==> src/rtl/mem_arbiter.sv <==
// mem_arbiter: round-robin CPU/debug arbiter for one sync RAM (ports: clk, i_rst, cpu_*, dbg_*, dbg_lock, mem_*)
module mem_arbiter #(
  parameter int AW = 5,
  parameter int DW = 8
) (
  input  logic          clk,
  input  logic          i_rst,
  input  logic          cpu_req,
  input  logic          cpu_we,
  input  logic [AW-1:0] cpu_addr,
  input  logic [DW-1:0] cpu_wdata,
  output logic          cpu_gnt,
  output logic          cpu_rvalid,
  output logic [DW-1:0] cpu_rdata,
  input  logic          dbg_req,
  input  logic          dbg_we,
  input  logic [AW-1:0] dbg_addr,
  input  logic [DW-1:0] dbg_wdata,
  output logic          dbg_gnt,
  output logic          dbg_rvalid,
  output logic [DW-1:0] dbg_rdata,
  input  logic          dbg_lock,
  output logic          mem_en,
  output logic          mem_we,
  output logic [AW-1:0] mem_addr,
  output logic [DW-1:0] mem_wdata,
  input  logic [DW-1:0] mem_rdata
);
  typedef enum logic [1:0] {IDLE, ISSUE, RDATA} state_t;
  state_t state;
  logic port_dbg, last_dbg, cpu_ok, pick_dbg;
  logic [DW-1:0] cpu_rdata_q, dbg_rdata_q;
  assign cpu_ok = cpu_req & ~dbg_lock;
  assign pick_dbg = dbg_req & (~cpu_ok | ~last_dbg);
  assign cpu_rdata = cpu_rvalid ? mem_rdata : cpu_rdata_q;
  assign dbg_rdata = dbg_rvalid ? mem_rdata : dbg_rdata_q;
  always_ff @(posedge clk) begin
    if (i_rst) begin
      state       <= IDLE;
      last_dbg    <= 1'b1;
      port_dbg    <= 1'b0;
      cpu_gnt     <= 1'b0;
      dbg_gnt     <= 1'b0;
      cpu_rvalid  <= 1'b0;
      dbg_rvalid  <= 1'b0;
      mem_en      <= 1'b0;
      mem_we      <= 1'b0;
      mem_addr    <= '0;
      mem_wdata   <= '0;
      cpu_rdata_q <= '0;
      dbg_rdata_q <= '0;
    end else begin
      cpu_gnt    <= 1'b0;
      dbg_gnt    <= 1'b0;
      cpu_rvalid <= 1'b0;
      dbg_rvalid <= 1'b0;
      mem_en     <= 1'b0;
      mem_we     <= 1'b0;
      case (state)
        IDLE: if (cpu_ok | dbg_req) begin
          state     <= ISSUE;
          port_dbg  <= pick_dbg;
          cpu_gnt   <= ~pick_dbg;
          dbg_gnt   <= pick_dbg;
          mem_en    <= 1'b1;
          mem_we    <= pick_dbg ? dbg_we : cpu_we;
          mem_addr  <= pick_dbg ? dbg_addr : cpu_addr;
          mem_wdata <= pick_dbg ? dbg_wdata : cpu_wdata;
        end
        ISSUE: begin
          last_dbg   <= port_dbg;
          state      <= mem_we ? IDLE : RDATA;
          cpu_rvalid <= ~mem_we & ~port_dbg;
          dbg_rvalid <= ~mem_we & port_dbg;
        end
        RDATA: begin
          state <= IDLE;
          if (port_dbg) dbg_rdata_q <= mem_rdata;
          else cpu_rdata_q <= mem_rdata;
        end
        default: state <= IDLE;
      endcase
    end
  end
endmodule
==> config.mk <==
export PLATFORM = sky130hd
export DESIGN_NAME = mem_arbiter
export DESIGN_NICKNAME = d
export VERILOG_FILES = /design/src/rtl/mem_arbiter.sv
export SDC_FILE = /design/constraint.sdc
export NUM_CORES = 1
export LEC_CHECK = 0
export BUFFER_PORTS_ARGS = -buffer_cell sky130_fd_sc_hd__buf_2
export CORE_ASPECT_RATIO = 0.6
export CORE_UTILIZATION = 47
export CTS_BUF_LIST = sky130_fd_sc_hd__clkbuf_4 sky130_fd_sc_hd__clkbuf_8 sky130_fd_sc_hd__clkbuf_16
export DETAILED_ROUTE_END_ITERATION = 6
export GPL_TIMING_DRIVEN = 0
export PLACE_DENSITY = 0.79
export SLEW_MARGIN = 20
export SYNTH_ARGS = -nofsm -noshare
export SYNTH_HDL_FRONTEND = slang
export SYNTH_SLANG_ARGS = --single-unit
==> constraint.sdc <==
create_clock -name clk -period 1.56 [get_ports clk]
set_input_delay 0.234 -clock clk [delete_from_list [all_inputs] [get_ports clk]]
set_output_delay 0.234 -clock clk [all_outputs]
set_load 0.03 [all_outputs]
; ---- Word-level counts from Yosys, hierarchy flattened
; Index checks and enable logic that the tools add are counted.
[word_totals]
register_bits = 39
latchBits = 0
ramBits = 0
rom_bits = 0
memories = 0
[classes]
add_sub_neg = 0
mul = 0
div = 0
n_lt_le_gt_ge = 0
eq_ne = 3
n_shift = 0
mux = 9
n_bitwise = 15
reduce_logical = 7
[op_table]
columns = op, count
row1 = $mux 8, 3
row2 = $not 1->1, 9
row3 = $reduce_and 2->1, 3
row4 = $mux 5, 1
row5 = $and 1x1->1, 4
row6 = $mux 2, 2
row7 = $pmux 2 s2, 1
row8 = $reduce_or 2->1, 2
row9 = $reduce_or 3->1, 1
row10 = $eq 2x1->1 const B, 1
row11 = $eq 2x2->1 const B, 1
row12 = $logic_not 2->1, 1
row13 = $mux 1, 2
row14 = $ne 2x2->1 const B, 1
row15 = $or 1x1->1, 2

; ---- Logic depth before layout (Yosys ltp)
; Gate-level depths: netlist (run 1).
[logic_depth]
ltp_word = 6
mapped_depth = 6

; ---- Worst setup path before layout (run 1)
; OpenSTA, ideal clock, no wires.
[synth_timing]
path_type = reg2out
from = register cpu_rvalid
to = output cpu_rdata[0]
t_arrival_ns = 1.254
t_required_ns = 1.326
slack_ns = 0.072
stages_incl_launch_ff = 3
n_path_buf = 1
cell_sequence = dfxtp_1 > clkbuf_1 > mux2_2
[synth_between]
elab_chain_cells = 1
[synth_rtl]
columns = item, line_no
row1 = start: declaration, 13  ; output logic cpu_rvalid,
row2 = start signal: assignment, 73  ; cpu_rvalid <= ~mem_we & ~port_dbg;
row3 = $mux 8, 35  ; assign cpu_rdata = cpu_rvalid ? mem_rdata : cpu_rdata_q;
row4 = end: declaration, 14  ; output logic [DW-1:0] cpu_rdata,
; No other way between the ends.

; ---- Worst setup path in the final report (run 1)
[layout_timing]
from = register cpu_rvalid
to = output cpu_rdata[7]
; Same word-level chain as after synthesis.

==> results of run 1 <==
==> how the worst max path moves through the flow <==
stage	from	endpoint	slack [ns]
2_1_floorplan	cpu_rvalid	cpu_rdata[0]	0.07
3_3_place_gp	cpu_rvalid	cpu_rdata[7]	0.05
3_5_place_dp	cpu_rvalid	cpu_rdata[7]	0.02
4_1_cts	cpu_rvalid	cpu_rdata[7]	0.02
5_1_grt	cpu_rvalid	cpu_rdata[4]	0.01
6_report	cpu_rvalid	cpu_rdata[7]	0.05
==> power groups by stage <==
stage	clock (mW)	sequential [mW]	combinational, mW
floorplan	0	1.20	0.282
global placement	0	1.11	0.534
detailed placement	0	1.11	0.540
CTS	0.696	1.09	0.543
global route	0.751	1.10	0.588
finish	0.694	1.09	0.543
==> flip-flops by register name, summed over array words and instances (netlist names), 2 cells and up <==
register     count
mem_addr         5
mem_wdata        8
state            2
cpu_rdata_q      8
dbg_rdata_q      8
==> layout by cell type (no fill, tap or decap), types with 2 or more instances in the layout <==
master and instances:
a211oi_1 5, a211oi_2 8, a21oi_1 5, a21oi_2 8
buf_2 77, buf_4 3, buf_6 2, clkbuf_1 3
clkbuf_4 2, clkbuf_8 5, dfxtp_1 37, mux2_2 16
mux2i_1 18, nand2_1 15, nand2b_1 2, nor2_1 32
nor3_1 5
==> logic make-up after synthesis <==
logic type      Yosys count
buf+inv                  13
simple gates             61
flops                    39
mux                      34
compound gates           29
==> routing by layer <==
layer	vias to the layer above	global-route usage, %	part of all wire, %
li1	768	-	-
met1	712	30.2	50
met2	37	33.3	44
met3	6	5.93	5.0
met4	0	6.25	0.92
met5	-	0	0
==> cell type report <==
cell class              instances  area (um2)  share of cell area, %
repair buffers                 75         380                   16.4
plain buffers                  12        96.3                   4.16
flip-flops and latches         39         786                   33.9
clock inverters                 1        5.00                  0.216
multi-input cells             124         910                   39.3
clock buffers                   7        83.8                   3.62
well taps                      45        56.3                   2.43
==> timing repair <==
item                       CTS  global route
setup endpoints to repair   16             9
resized for setup            6             4
setup buffers                0             0
==> metrics.yaml, run 1 <==
synthesis:
  synth_xor_area_share_pct: 0
  synth_area_per_cell_um2: 10.1
  yosysMostFrequentCell: "dfxtp_1"
  synth_cells: 176
  synth_nets: 217
  ys_seq_area_share_pct: 43.9
  synth_compound_area_share_pct: 14.9
  yosys.area.top_type: "dfxtp_1"
  synthAdderAreaFrac_pct: 0
  synthDistinctLibCells: 26
  synthTopCellsByArea: "dfxtp_1 44%, mux2i_1 10%, mux2_2 10%"
  synth-simple-area-share_pct: 16.0
  synth-edff-count: 0
  ys.flop_type: "dfxtp_1"
  ys_ff_latch: 39
  synth.top_cells.by_count: "39 x dfxtp_1, 32 x nor2_1, 18 x mux2i_1"
  synthMuxAreaShare_pct: 20.3
  yosysWarnings: 0
  synth_top_family_by_area: "multiplexers"
  syn_area_um2: 1780
  synth_top_area_share_pct: 43.9
  async_reset_ff_share_pct: 0
final_layout:
  syn_to_final_growth_pct: 30.2
  fin_area_um2: 2320
  antennaDiodeCount: 0
  final_core_util_pct: 67.7
  final_cells: 303
  drive_gt1_share_pct: 50.8
  fillerInstances: 278
  nets: 298
worst_setup_path:
  critPathCaptureType: "output pin"
  startpoint_type: "flop"
  reg2reg_setup_slack_ns: 0.22
  slowest_stage: "dfxtp_2"
  crit_fanout: 8
  cpLargestDelayFamily: "flip-flops"
  crit_path_max_incr_delay_ns: 0.34
  r2r_start: "state[0]"
  critical_path_buf_inv_count: 2
  path_cells: "buf_8, mux2_2, buf_2"
  cp_data_required_time_ns: 1.33
  cp_num_cells: 3
  cp_data_arrival_time_ns: 1.27
  critPathKind: "flop to output pin"
  regToRegEndpoint: "mem_addr[4]"
  rr_worst_depth: 5
floorplan:
  start_util_pct: 52.0
  die_h_um: 49.7
  rows: 16
  dieArea_um2: 4040
  io_pins: 76
  die_x_um: 81.4
  core_region_area_um2: 3420
status:
  outcome: "completed"
sta:
  timing.fmax_mhz: 664
  finClkSkew_ns: 0.00492
  maxSlewHeadroom_pct: 67.4
  hold_violations: 0
  drv_slew: 0
  final.period_utilization_pct: 96.5
  setup_ws_ns: 0.0546
  finalSetupViolations: 0
  fin_tns_setup_ns: 0
  hold_ws_ns: 0.138
  tightest_slew_ns: 0.489
  rsz0062_at_grt: "no"
  fin_crit_ns: 1.51
routing:
  wirelength_um: 3920
  drtAntennaViolNets: 0
  drt_iter0_markers: 74
  vias: 1523
  viasPerCell: 5.03
  first_pass_iters: 4
  drc: 0
  wl_per_cell_um: 13.0
job:
  drv_cap: 0
hold_path:
  whs_path_depth: 2
  worst_hold_path_type: "input pin to flop"
  hp-start: "i_rst"
  worstHoldEndpoint: "state[1]"
grt:
  grt_remaining_overflow: 0
  grt_start_max_net_pins: 12
  grt_pass1_vias: 1486
  grt_usage_pct: 21.9
  grt_pass1_wl_um: 6670
  antenna_found_initial: 0
pwr:
  power_switching_mw: 0.711
  clockPowerShare_pct: 29.8
  irDropWorstVdd_mv: 0.608
  totalPowerFinal_mw: 2.33
  p_per_area_nw_per_um2: 1000
  swShare_pct: 30.6
  p_leak_nw: 1.14
  power_frac_comb_pct: 23.3
  internal_power_mw: 1.62
  power_frac_seq_pct: 46.9
place:
  place_area_um2: 2210
  dp_hpwl_um: 3030
  dpl_worst_slack_ns: 0.0164
  routabilityCongestion: 0.768
  port_buffers: 75
  place_inst: 296
clock_network:
  numCtsBuffers: 5
  clkLatencyLatePin_ns: 0.29
  htree_num_levels: 2
  clk_pin_slew_ns: 0.07
  clockBufferDepth: 2
  cts_tree: "done"
  numClockSinks: 39
  cts_root_buffer: "clkbuf_8"
  hold_buffers: 0
Power figures use the tool's default switching activity.
==> inputs of run 2 (changes only) <==
Settings changed: ABC_AREA set to 1, CORE_UTILIZATION 47 to 48, PLACE_DENSITY 0.79 to 0.8.
==> metrics.yaml, run 2 <==
place:
  routabilityCongestion: 0.834
  port_buffers: 74
  dp_hpwl_um: 3410
  place_area_um2: 2290
  dpl_worst_slack_ns: 0.123
  place_inst: 393
floorplan:
  io_pins: 76
  core_region_area_um2: 3680
  dieArea_um2: 4130
  die_h_um: 50.2
  start_util_pct: 50.5
  die_x_um: 82.3
  rows: 17
grt:
  antenna_found_initial: 0
  grt_start_max_net_pins: 14
  grt_remaining_overflow: 0
  grt_pass1_vias: 1593
  grt_usage_pct: 23.3
  grt_pass1_wl_um: 7160
final_layout:
  seqCellArea_um2: 783
  final_cell_mix: "74 x buf_2, 64 x nand2_1, 38 x inv_1"
  syn_to_final_growth_pct: 30.4
  final_cells: 401
  final_common_cell: "buf_2"
  fillerInstances: 329
  top_regs: "cpu_rdata_q x8, dbg_rdata_q x8, mem_wdata x8"
  fin_area_um2: 2420
  drive_gt1_share_pct: 28.5
  nets: 394
  multi_input_area_um2: 842
  antennaDiodeCount: 0
  final_core_util_pct: 65.8
worst_setup_path:
  crit_path_max_incr_delay_ns: 0.40
  critPathCaptureType: "output pin"
  slowest_stage: "dfxtp_2"
  crit_fanout: 10
  cp_data_arrival_time_ns: 1.31
  critPathKind: "flop to output pin"
  cp_data_required_time_ns: 1.33
  path_cells: "clkbuf_4, nand2_1, o21ai_0, buf_2"
  rr_worst_depth: 5
  startpoint_type: "flop"
routing:
  vias: 1913
  wirelength_um: 4580
  viasPerCell: 4.77
  drtAntennaViolNets: 0
  drc: 0
  first_pass_iters: 4
  wl_per_cell_um: 11.4
  drt_iter0_markers: 114
pwr:
  p_per_area_nw_per_um2: 1040
  swShare_pct: 30.8
  totalPowerFinal_mw: 2.51
  power_switching_mw: 0.775
  irDropWorstVdd_mv: 0.638
  power_frac_seq_pct: 43.6
  internal_power_mw: 1.74
  p_leak_nw: 1.22
  clockPowerShare_pct: 33.6
  power_frac_comb_pct: 22.8
sta:
  fin_tns_setup_ns: 0
  timing.fmax_mhz: 648
  finalSetupViolations: 0
  drv_slew: 0
  finClkSkew_ns: 0.0126
  tightest_slew_ns: 0.412
  final.period_utilization_pct: 98.9
  setup_ws_ns: 0.0173
  hold_ws_ns: 0.183
  maxSlewHeadroom_pct: 72.6
  fin_crit_ns: 1.54
  hold_violations: 0
synthesis:
  yosys.area.top_type: "dfxtp_1"
  synth_nets: 313
  synth.top_cells.by_count: "64 x nand2_1, 39 x dfxtp_1, 38 x inv_1"
  async_reset_ff_share_pct: 0
  synth_top_area_share_pct: 42.0
  synth_cells: 272
  ys_ff_latch: 39
  ys_seq_area_share_pct: 42.0
  yosysMostFrequentCell: "nand2_1"
  syn_area_um2: 1860
  ys.flop_type: "dfxtp_1"
  synthDistinctLibCells: 18
  synth-edff-count: 0
  synthTopCellsByArea: "dfxtp_1 42%, nand2_1 13%, o21ai_0 8.9%"
  synth_area_per_cell_um2: 6.83
  yosysWarnings: 0
clock_network:
  numClockSinks: 39
  cts_tree: "done"
  clkLatencyLatePin_ns: 0.30
  clockBufferDepth: 2
  numCtsBuffers: 5
  clk_pin_slew_ns: 0.09
  cts_root_buffer: "clkbuf_8"
  htree_num_levels: 2
status:
  outcome: "completed"
hold_path:
  whs_path_depth: 3
  worst_hold_path_type: "input pin to flop"
job:
  drv_cap: 0
==> run 2: cell types whose count changed in the layout (fill, tap and decap cells not counted), moves of 12 or more <==
cell,change
nand3_1,+16
mux2_2,-16
mux2i_1,-18
o21ai_0,+33
a21boi_0,+12
nand2_1,+49
inv_1,+38
a21oi_1,+12
==> run 2: what timing repair did <==
item	4_1_cts	5_1_grt
buffers inserted	0	0
setup endpoints to repair	16	11
gates resized for setup	6	7
endpoints found under the hold margin	0	0
hold buffers	0	0
==> run 2: cells by family after synthesis <==
logic type             Yosys count  share of synthesized area [%]
AOI/OAI and AO/OA               65                           19.9
buffers and inverters           53                           12.7
DFF                             39                           42.0
and+or+nand+nor                115                           25.5
==> run 2: path summary, 6_finish.rpt <==
kind,startpoint,endpoint,slack [ns]
setup / recovery,cpu_rvalid,cpu_rdata[1],0.02
hold / removal,dbg_we,mem_we,0.18
setup reg to reg,port_dbg,cpu_rdata_q[6],0.38
hold reg to reg,dbg_rdata_q[4],dbg_rdata_q[4],0.45
==> run 2: critical path, delay by kind of cell, from the launching register on <==
kind	cells	cell delay [ns]
compound gates	1	0.09
buf+inv	2	0.45
flops	1	0.40
simple gates	1	0.07
==> run 2: final cells by class <==
type	count	area share (%)
inverter	39	6.04
buffer	14	3.98
clock inverter	3	1.81
timing repair buffer	74	15.8
tap	47	2.43
sequential	39	32.3
multi-input combinational	180	34.8
clock buffer	5	2.84
==> run 2: power groups by stage <==
stage               Sequential (mW)  Clock, mW  Combinational [mW]
floorplan                      1.21          0               0.295
global route                   1.11      0.894               0.634
finish                         1.10      0.844               0.572
CTS                            1.10      0.853               0.565
detailed placement             1.12          0               0.561
global placement               1.12          0               0.555
==> run 2: metal layers <==
metal | wire [um] | track usage [%] | vias to the layer above
li1 | - | - | 1014
met1 | 2400 | 34.0 | 847
met2 | 1860 | 33.5 | 46
met3 | 279 | 6.18 | 6
met4 | 39 | 6.14 | 0
met5 | 0 | 0 | -
==> inputs of run 3 (changes only) <==
Settings changed: CORE_MARGIN set to 2, CORE_UTILIZATION 48 to 51, PLACE_DENSITY 0.8 to 0.84.
Clock period 1.56 ns to 1.8 ns, I/O delays scaled along.
==> metrics.yaml, run 3 (synthesized netlist as in run 2, its figures left out) <==
grt:
  grt_usage_pct: 24.6
  antenna_found_initial: 0
  grt_pass1_wl_um: 7760
  grt_remaining_overflow: 0
  grt_pass1_vias: 1861
  grt_start_max_net_pins: 13
sta:
  timing.fmax_mhz: 601
  finalSetupViolations: 0
  fin_tns_setup_ns: 0
  maxSlewHeadroom_pct: 75.5
  hold_violations: 0
  rsz0062_at_grt: "no"
  final.period_utilization_pct: 92.5
  finClkSkew_ns: 0.00217
  tightest_slew_ns: 0.367
  hold_ws_ns: 0.226
  setup_ws_ns: 0.136
  drv_slew: 0
  fin_crit_ns: 1.66
clock_network:
  numClockSinks: 39
  clockBufferDepth: 2
  cts_root_buffer: "clkbuf_8"
  hold_buffers: 0
  htree_num_levels: 2
  clk_pin_slew_ns: 0.07
  cts_tree: "done"
  numCtsBuffers: 5
  clkLatencyLatePin_ns: 0.28
routing:
  vias: 1965
  drc: 0
  viasPerCell: 4.92
  wl_per_cell_um: 11.7
  drt_iter0_markers: 141
  wirelength_um: 4660
  drtAntennaViolNets: 0
  first_pass_iters: 5
place:
  dpl_worst_slack_ns: 0.266
  port_buffers: 74
  routabilityCongestion: 0.853
  dp_hpwl_um: 3500
final_layout:
  nets: 394
  antennaDiodeCount: 0
  final_core_util_pct: 71.6
  final_common_cell: "buf_2"
  final_cell_mix: "79 x buf_2, 64 x nand2_1, 39 x dfxtp_1"
  drive_gt1_share_pct: 28.0
  fillerInstances: 303
  syn_to_final_growth_pct: 29.6
  top_regs: "cpu_rdata_q x8, dbg_rdata_q x8, mem_wdata x8"
worst_setup_path:
  cpLargestDelayFamily: "buffers and inverters"
  critPathCaptureType: "output pin"
  regToRegEndpoint: "dbg_rdata_q[7]"
  cp_data_arrival_time_ns: 1.39
  critical_path_buf_inv_count: 2
  cp_data_required_time_ns: 1.53
  crit_fanout: 10
  crit_path_max_incr_delay_ns: 0.47
  reg2reg_setup_slack_ns: 0.52
  r2r_start: "state[0]"
  path_cells: "clkbuf_4, nand2_1, o21ai_0, buf_2"
  rr_worst_depth: 5
  startpoint_type: "flop"
  critPathKind: "flop to output pin"
  slowest_stage: "dfxtp_1"
status:
  outcome: "completed"
floorplan:
  dieArea_um2: 4160
  rows: 16
  core_region_area_um2: 3360
  die_x_um: 81.9
  die_h_um: 50.8
  start_util_pct: 55.2
  io_pins: 76
hold_path:
  worst_hold_path_type: "input pin to flop"
  worstHoldEndpoint: "mem_we"
  hp-start: "dbg_we"
  whs_path_depth: 3
job:
  drv_cap: 0
pwr:
  p_per_area_nw_per_um2: 907
  p_leak_nw: 1.22
  irDropWorstVdd_mv: 0.580
[run 3: cell types whose count changed in the layout (fill, tap and decap cells not counted)]
cell,before,now
clkbuf_2,0,1
buf_4,8,2
clkinv_4,1,0
dfxtp_1,37,39
buf_2,74,79
dfxtp_2,2,0
clkbuf_8,5,6
[run 3: repair_timing]
item	CTS	global route
endpoints found under the setup margin	11	6
gates cloned	0	0
buffers inserted	0	0
resized for setup	2	2
[run 3: metal layers]
metal	wire length, um	vias up	GRT usage, %
li1	-	1016	-
met1	2260	891	33.5
met2	2100	54	38.5
met3	269	4	6.29
met4	23	0	6.67
met5	0	-	0
[run 3: worst max-delay path by stage]
stage / to / cells after the start / startpoint / slack (ns)
floorplan: cpu_rdata[5] / 2 / cpu_rvalid / 0.15
global placement: dbg_rdata[0] / 4 / dbg_rvalid / 0.31
detailed placement: dbg_rdata[0] / 4 / dbg_rvalid / 0.27
CTS: dbg_rdata[0] / 4 / dbg_rvalid / 0.09
global route: dbg_rdata[6] / 4 / dbg_rvalid / 0.01
finish: dbg_rdata[0] / 4 / dbg_rvalid / 0.14
[run 3: through the flow]
step / power (mW) / instances / cell area (um2)
after floorplan: 1.30 / 272 / 1860
final: 2.18 / 399 / 2410
after global routing: 2.31 / 399 / 2410
after global placement: 1.45 / 391 / 2280
after detailed placement: 1.46 / 391 / 2280
after CTS: 2.20 / 399 / 2400
[run 3: cell type report]
class	count	area (um2)	share of cell area [%]
multi-input combinational	180	842	35.0
tap	45	56.3	2.34
timing repair buffer	74	370	15.4
buffer	14	93.8	3.90
clock inverter	2	35.0	1.46
clock buffer	6	82.6	3.43
inverter	39	146	6.08
sequential	39	781	32.4
[run 3: tightest hold or removal path, stage by stage]
cell	delay, ns
buf_2	0.09
nand2_1	0.05
a21oi_1	0.05
[run 3: where the power goes]
part	switching, mW	internal [mW]	leakage, nW
sequential	0.0274	0.922	0.320
clock	0.292	0.448	0.0612
combinational	0.326	0.167	0.840
total	0.645	1.54	1.22
